[src/rtl/commit_unit.sv]
// Commit back end: retires one ROB entry per cycle into the register file,
// store queue and branch predictor, and sequences flush/redirect on mispredict.
module commit_unit #(
  parameter int SQ_DEPTH     = 4,
  parameter int FLUSH_CYCLES = 2
) (
  input  logic        clk,
  input  logic        globalReset,
  input  logic        validCommit,
  input  logic [31:0] result,
  input  logic [31:0] destCommit,
  input  logic [3:0]  commitInfo,
  input  logic [7:0]  controlFlow,
  input  logic [31:0] oldPC,
  input  logic [31:0] targetAddress,
  input  logic [31:0] statusSnap,
  input  logic [7:0]  previousIndex,
  input  logic        memAck,
  output logic        commitHold,
  output logic        regWe,
  output logic [4:0]  regAddr,
  output logic [31:0] regData,
  output logic        memReq,
  output logic [31:0] memAddr,
  output logic [31:0] memData,
  output logic        phtWe,
  output logic [7:0]  phtIndex,
  output logic [1:0]  phtState,
  output logic        btbWe,
  output logic [31:0] btbPC,
  output logic [31:0] btbTarget,
  output logic        flush,
  output logic        redirectValid,
  output logic [31:0] redirectPC,
  output logic [31:0] statusRestore,
  output logic [31:0] instrRetired,
  output logic        sqOverflow
);
  localparam int PW = $clog2(SQ_DEPTH);
  localparam int CW = PW + 1;
  localparam int FW = (FLUSH_CYCLES > 1) ? $clog2(FLUSH_CYCLES) : 1;

  typedef enum logic {RUN, FLUSH} state_t;
  state_t state;

  logic [31:0]   sq_addr [SQ_DEPTH];
  logic [31:0]   sq_data [SQ_DEPTH];
  logic [PW-1:0] wptr, rptr, rptr_n;
  logic [CW-1:0] count, cnt_n, left;
  logic [FW-1:0] fcnt;

  logic reg_write, mem_write, is_ctl, write_btb, taken, redirect;
  logic accept, push, pop, full, do_push;

  assign reg_write = commitInfo[3];
  assign mem_write = commitInfo[2];
  assign is_ctl    = controlFlow[7];
  assign write_btb = controlFlow[4];
  assign taken     = controlFlow[3];
  assign redirect  = controlFlow[2] | controlFlow[1];

  assign accept  = validCommit && (state == RUN);
  assign push    = accept && mem_write;
  assign pop     = memReq && memAck;
  assign full    = (count == CW'(SQ_DEPTH));
  assign do_push = push && (!full || pop);
  assign left    = count - CW'(pop);

  always_comb begin
    cnt_n  = count;
    rptr_n = pop ? rptr + PW'(1) : rptr;
    if (do_push && !pop)      cnt_n = count + CW'(1);
    else if (!do_push && pop) cnt_n = count - CW'(1);
  end

  // Queue storage needs no reset; validity is tracked by count.
  always_ff @(posedge clk) begin
    if (do_push) begin
      sq_addr[wptr] <= destCommit;
      sq_data[wptr] <= result;
    end
  end

  always_ff @(posedge clk or negedge globalReset) begin
    if (!globalReset) begin
      state         <= RUN;
      fcnt          <= '0;
      wptr          <= '0;
      rptr          <= '0;
      count         <= '0;
      commitHold    <= 1'b0;
      regWe         <= 1'b0;
      regAddr       <= '0;
      regData       <= '0;
      memReq        <= 1'b0;
      memAddr       <= '0;
      memData       <= '0;
      phtWe         <= 1'b0;
      phtIndex      <= '0;
      phtState      <= '0;
      btbWe         <= 1'b0;
      btbPC         <= '0;
      btbTarget     <= '0;
      flush         <= 1'b0;
      redirectValid <= 1'b0;
      redirectPC    <= '0;
      statusRestore <= '0;
      instrRetired  <= '0;
      sqOverflow    <= 1'b0;
    end else begin
      regWe         <= accept && reg_write && (destCommit[4:0] != 5'd0);
      phtWe         <= accept && is_ctl;
      btbWe         <= accept && is_ctl && write_btb;
      redirectValid <= 1'b0;
      if (accept) begin
        instrRetired <= instrRetired + 32'd1;
        regAddr      <= destCommit[4:0];
        regData      <= result;
        if (is_ctl) begin
          phtIndex <= previousIndex;
          phtState <= controlFlow[6:5];
          if (write_btb) begin
            btbPC     <= oldPC;
            btbTarget <= targetAddress;
          end
        end
      end

      // Store queue; head output is registered so the new head is chosen
      // from next-state pointers, bypassing the incoming entry when empty.
      if (do_push) wptr <= wptr + PW'(1);
      if (push && full && !pop) sqOverflow <= 1'b1;
      rptr       <= rptr_n;
      count      <= cnt_n;
      commitHold <= (cnt_n >= CW'(SQ_DEPTH - 1));
      memReq     <= (cnt_n != '0);
      if (cnt_n != '0) begin
        if (left == '0) begin
          memAddr <= destCommit;
          memData <= result;
        end else begin
          memAddr <= sq_addr[rptr_n];
          memData <= sq_data[rptr_n];
        end
      end

      case (state)
        RUN: begin
          if (accept && is_ctl && redirect) begin
            state         <= FLUSH;
            fcnt          <= FW'(FLUSH_CYCLES - 1);
            flush         <= 1'b1;
            redirectValid <= 1'b1;
            redirectPC    <= taken ? targetAddress : oldPC + 32'd4;
            statusRestore <= statusSnap;
          end
        end
        FLUSH: begin
          if (fcnt == '0) begin
            state <= RUN;
            flush <= 1'b0;
          end else begin
            fcnt <= fcnt - FW'(1);
          end
        end
        default: state <= RUN;
      endcase
    end
  end
endmodule

[config.mk]
export PLATFORM = sky130hd
export DESIGN_NAME = commit_unit
export DESIGN_NICKNAME = d
export VERILOG_FILES = /design/src/rtl/commit_unit.sv
export SDC_FILE = /design/constraint.sdc
export NUM_CORES = 1
export LEC_CHECK = 0
export CORE_MARGIN = 2
export CORE_UTILIZATION = 55
export DETAILED_ROUTE_END_ITERATION = 6
export PLACE_DENSITY = 0.94
export SLEW_MARGIN = 10
export SYNTH_ARGS = -nofsm -noshare
export SYNTH_HDL_FRONTEND = slang
export SYNTH_SLANG_ARGS = --single-unit
[constraint.sdc]
create_clock -name clk -period 6.5 [get_ports clk]
set_input_delay 1.3 -clock clk [delete_from_list [all_inputs] [get_ports clk]]
set_output_delay 1.3 -clock clk [all_outputs]
set_load 0.05 [all_outputs]
==> impl_results.md <==
* Chip Height at 203 um
* Worst vdd ir at 0.000345 V
* Final Hold Viols at 0
* Worst-Skew Late Latency at 0.59 ns
* Global placement routability congestion at 0.927
* FF/Latch Area at 14900 sq um
* Highest Signal Layer: met4
* Root Buffer: clkbuf_16
* Commonest cells after routing, fill and taps aside: clkdlybuf4s50_1 (458), dfrtp_1 (288), edfxtp_1 (256), nand2_1 (248), mux2_2 (197)
* Highest Clock Rate at 0.264 GHz
* Min Tclk post-route at 3.79 ns
* Worst hold slack at 0.468 ns
* Yosys top cell area share at 0.352
* Reg2Reg Setup Slack at 3.47 ns
* Final Cell Area at 28700 sq um
* Period utilisation layout at 0.582
* Share of layout cells above drive strength 1 at 0.190
* Wl on met1 at 22.2 mm
* Largest net degree at the start of global routing at 167
* WL/cell at 24.5 um
* Area Overhead vs Synth at 31.5%
* Post-Route Setup TNS at 0 ns
* Layout Nets at 2082
* Ys Warns at 0
* Initial antenna violation count at 8
* Final setup vio count at 0
* Synth Instances at 1428
* Clock skew at 0.0177 ns
* Cts hold-fix bufs at 0
* Hold Crit Class: reg2reg
* Critical path class: in2reg
* GRT Util Overall at 0.292
* Placed Area at 27000 sq um
* Max-slew violations at 0
* Post-synth EDFFs at 256
* R2R depth at 7
* WL final at 60.2 mm
* Worst reg2reg endpoint: memAddr[11]$_DFFE_PN0P_
* Relative slew margins at 0.221
* Io pins at 463
* Synth cell types at 50
* Post-DP HPWL at 37.6 mm
* Wire length on met2 at 30.5 mm
* Leakage at 11.2 nW
* Yosys top cell by area: edfxtp_1
* Remaining Overflow, GRT at 0
* Post-CTS Setup Inserts at 0
* Worst Setup SP: memAck
* Layout fillers at 2185
* Core footprint at 38900 sq um
* Die X at 203 um
* Vias at 14400
* Worst Setup EP: memAddr[11]$_DFFE_PN0P_
* Starting Density at 0.561
* DRT antenna net count at 0
* H-tree depth at 2
* CP Capture Type: flop
* Sinks on the clock net at 544
* Mapped cell area at 21800 sq um
* Pwr/cell area at 502 nW/um^2
* Deepest clock path buffer count at 3
* Worst setup margin at 2.71 ns
* Post-cts gate resize count at 0
* Crit Path Max Fanout at 60
* Via density at 5.84
* Largest cells by area after synthesis: edfxtp_1 (35%), dfrtp_1 (33%), mux2_2 (10%)
* Met3 routed WL at 5.18 mm
* Measured slew at the worst slew-check pin at 1.17 ns
* Top FF cell, synth: dfrtp_1
* Syn Nets at 1622
* # DRC at 0
* Most common cell after layout, fill and taps aside: clkdlybuf4s50_1
* Outcome: finished clean
* TritonCTS clock tree: built
* Number of DRC markers in iteration 0 at 939
* Number of global-route vias before repair at 15500
* Crit path DAT at 4.26 ns
* Crit path launch type: input port
* Setup Slack @ Placement at 2.10 ns
* FF-to-FF Start: memReq$_DFF_PN0_
* First-pass GRT wire length at 91.4 mm
* Floorplan row count at 72
* Seq cells post-synth at 544
* Quantity of I/O buffers inserted on ports at 459
* MaxCap Viol Count at 0
* TritonCTS buffer count at 53
* Multi-input gate area at 6640 sq um
* FFs w/ async S/R, synth at 0.529
* Total power at 14.4 mW
* Post-synthesis average cell area at 15.3 sq um
* Post-synthesis sequential area ratio at 0.682
* Worst path required time at 6.97 ns
* Die Area at 41300 sq um
* Pre-Repair DR Iteration Count at 5
* RSZ-0062 raised after global routing: no
* CTS clock-pin slew for the worst setup and hold paths at 0.06 ns
[how the worst min path moves through the flow]
stage                                  start                            end  slack (ns)  cells after the start
2_1_floorplan               fcnt$_DFFE_PN0P_                state$_DFF_PN0_        0.45                      2
3_3_place_gp                fcnt$_DFFE_PN0P_                state$_DFF_PN0_        0.46                      2
3_5_place_dp         regData[31]$_DFFE_PN0N_        regData[31]$_DFFE_PN0N_        0.46                      2
4_1_cts               sqOverflow$_DFFE_PN0P_         sqOverflow$_DFFE_PN0P_        0.47                      1
5_1_grt        statusRestore[19]$_DFFE_PN0P_  statusRestore[19]$_DFFE_PN0P_        0.49                      2
6_report              sqOverflow$_DFFE_PN0P_         sqOverflow$_DFFE_PN0P_        0.47                      1
[synth_stat cells (8+ instances only)]
library cell and n:
and2_1 10, o21ai_0 27, inv_1 14, buf_1 13, nand4_1 18, and4_1 8
clkbuf_1 38, mux4_2 64, nor2_1 32, nor4_1 12, nand3_1 20, mux2i_1 8
a21oi_1 26, buf_2 9, dfrtp_1 288, xnor2_1 54, mux2_2 197, ha_1 10
o22ai_1 12, and3_1 13, nand2_1 249, xor2_1 8, edfxtp_1 256
[stage by stage]
step / utilization / instances
after floorplan: - / 1428
after global placement: 0.693 / 2351
after detailed placement: 0.693 / 2351
after CTS: 0.737 / 2450
after global routing: 0.738 / 2458
final: 0.738 / 2458
[sequential cells by signal (all words and copies together) (netlist names), 2 cells and up]
name / flops
btbPC: 32
btbTarget: 32
count: 3
instrRetired: 32
memAddr: 32
memData: 32
phtIndex: 8
phtState: 2
redirectPC: 32
regAddr: 5
regData: 32
rptr: 2
sq_addr: 128
sq_data: 128
statusRestore: 32
wptr: 2
[cells by family (layout without fill, tap and decap cells)]
logic type	count (synthesis)	in the layout	share of synthesized area
simple gates	381	381	0.0779
xor+xnor	62	62	0.0249
compound gates	80	80	0.0210
flops	544	544	0.682
buf+inv	82	586	0.0169
mux	269	269	0.171
other cells	0	8	0
fa+ha+maj	10	10	0.00573
[where the power goes]
group,internal (mW),switching [mW],total (mW),leakage (nW)
clock network,1.73,1.31,3.04,0.846
logic,2.71,3.88,6.58,4.55
registers,4.38,0.417,4.79,5.81
total,8.81,5.60,14.4,11.2
[worst max-delay path: stages]
cell	delay, ns
clkdlybuf4s50_1	0.45
nand2_2	0.16
clkinv_4	0.11
xnor2_2	0.51
buf_12	0.48
mux4_2	0.62
mux2_2	0.29
mux2_2	0.27
[routing by layer]
metal	vias up	global-route usage
li1	6130	-
met1	7433	0.356
met4	0	0.119
met2	650	0.494
met3	142	0.0797
met5	-	0
[layout make-up]
cell class | count | share of cell area
repair buffers | 471 | 0.165
clock buffers | 71 | 0.0518
well taps | 518 | 0.0226
multi-input cells | 802 | 0.231
flip-flops and latches | 544 | 0.519
inverters | 16 | 0.00227
diodes | 8 | 0.000697
clock inverters | 28 | 0.00815
Power figures use the tool's default switching activity.
==> RTL edit, RTL diff (same flow settings) <==
Register the input `targetAddress` before use. The logic sees it one clock later. The other inputs are not delayed to match.
--- a/src/rtl/commit_unit.sv
+++ b/src/rtl/commit_unit.sv
@@ -42,4 +42,11 @@
 
   typedef enum logic {RUN, FLUSH} state_t;
+
+  logic [31:0] targetAddress_q;
+
+  always_ff @(posedge clk) begin
+    targetAddress_q <= targetAddress;
+  end
+
   state_t state;
 
@@ -122,5 +129,5 @@
           if (write_btb) begin
             btbPC     <= oldPC;
-            btbTarget <= targetAddress;
+            btbTarget <= targetAddress_q;
           end
         end
@@ -152,5 +159,5 @@
             flush         <= 1'b1;
             redirectValid <= 1'b1;
-            redirectPC    <= taken ? targetAddress : oldPC + 32'd4;
+            redirectPC    <= taken ? targetAddress_q : oldPC + 32'd4;
             statusRestore <= statusSnap;
           end
Check against the original RTL: not equivalent (a bounded check fails within 4 cycles, from zero or initial values and one cycle with globalReset low).
==> RTL edit against the unedited design <==
Count of clock-buffer cells in the layout increased by 17. Power increased by 3.6%. Via count increased by 2.0%. Critical path depth increased by 2. Largest cell class unchanged. Design area increased by 2.7%. Register-to-register slack got worse by 190 ps. Area after synthesis increased by 2.8%. Sequential cell count increased by 32. Clock power increased by 7.9%. First-iteration DRC count increased by 42%. Setup slack got worse by 140 ps. Global-route usage increased by 0.98 points. Routed wire length increased by 5.3%. Synthesized cell count increased by 1.8%.
==> RTL edit: results (changes against the unedited design) <==
placed insts 2384 (+1.4%); synth unique cells 48 (-4.0%); Worst Setup SP validCommit; Worst-Margin Slew 1230 ps (+60.6 ps); compound-cell area share of the yosys netlist 1.91% (-0.19 points); Synth top cells by count dfrtp_1, edfxtp_1, nand2_1, mux2_2, mux4_2; post-synthesis adder-cell area fraction 0.558% (-0.016 points); outcome complete, no violations; clock buffer count from CTS 57 (+7.5%); RD Place Congestion 0.876 (-5.5%); Internal Power 9.20 mW (+4.4%); overall routing resource usage 30.1% (+0.98 points); first-pass GRT wire length 95200 microns (+4.2%); fill cell count 2265 (+3.7%); Async SR Flop Fraction 50.0% (-2.9 points); largest net degree at the start of global routing 120 (-28%); synth top area cells edfxtp_1, dfrtp_1, mux2_2, mux4_2, nand2_1; vias in the first global route 15721 (+1.7%); multiplexer share of the synthesized area 16.8% (-0.32 points); Clock Skews 23.6 ps (+5.90 ps); initial DRC count 1331 (+42%); CP max FO 79 (+32%); post-DP HPWL 40000 microns (+6.2%); worst hold start regAddr[1]; Vias 14643 (+2.0%); worst-skew pair later-pin latency 610 ps (+20 ps); Nets 2112 (+1.4%); initial antenna violation count 14 (+6); layout cells sized above 1 19.3% (+0.27 points); final wirelength 63400 microns (+5.3%); syn_nets 1648 (+1.6%)
[RTL edit: cell types whose count changed in the layout (fill, tap and decap cells not counted), moves of 9 or more]
cell	change
xnor2_1	-15
clkinv_1	-9
xor2_1	+16
nand3_1	+14
dfxtp_1	+32
clkbuf_1	+11
[RTL edit: worst paths after layout]
| kind | slack (ps) | to | cells after the start |
|---|---|---|---|
| worst max-delay path | 2570 | redirectPC[28] | 10 |
| min in group asynchronous | 670 | statusRestore[16] | 1 |
| worst max register to register | 3280 | memData[2] | 7 |
| worst min-delay path | 470 | regAddr[1] | 2 |
| worst min register to register | 470 | regAddr[1] | 2 |
| max in group asynchronous | 4560 | instrRetired[27] | 2 |
[RTL edit: stage by stage]
stage	hold WS, ps	utilization [%]	instance area (sq um)	power (mW)	setup WS, ps
floorplan	450	-	22400	9.47	2720
global route	496	73.7	29500	15.5	2410
finish	475	73.7	29500	14.9	2570
global placement	457	69.0	27600	11.3	2030
detailed placement	462	69.0	27600	11.6	1950
CTS	478	73.6	29400	15.0	2590
[RTL edit: per-layer routing]
layer / global-route usage, % / vias to the layer above / wire (microns)
met4: 14.4 / 4 / 2740
met2: 50.2 / 750 / 32000
met1: 35.7 / 7511 / 22700
met5: 0 / - / 23
li1: - / 6228 / -
met3: 9.54 / 150 / 5990
[RTL edit: area by class of cell]
cell class / instances / area share, %
inverter: 14 / 0.195
sequential: 576 / 52.7
timing repair buffer: 471 / 16.0
clock buffer: 88 / 5.65
antenna: 13 / 0.110
tap: 525 / 2.23
multi-input combinational: 798 / 22.4
clock inverter: 20 / 0.645
[RTL edit: power by group through the flow]
stage          combinational (mW)  clock (mW)  sequential, mW
2_1_floorplan                2.55           0            6.92
6_report                     6.63        3.28            5.02
3_5_place_dp                 6.53           0            5.06
5_1_grt                      6.93        3.45            5.09
3_3_place_gp                 6.34           0            4.98
4_1_cts                      6.67        3.32            5.02
[RTL edit: cells by family (layout without fill, tap and decap cells)]
group,count (synthesis),after routing
AOI/OAI and AO/OA,73,73
xor gates and xnor gates,63,63
adders and majority gates,10,10
buffers and inverters,80,593
DFF,576,576
muxes,272,272
other,0,13
and+or+nand+nor,380,380
[RTL edit: critical path, stage by stage]
cell and delay, ps:
clkdlybuf4s50_1 520, nor2b_4 200, nand2_1 120, inv_1 50
buf_4 190, o21ai_4 70, buf_4 690, inv_2 660
nor2_1 340, o22ai_1 150
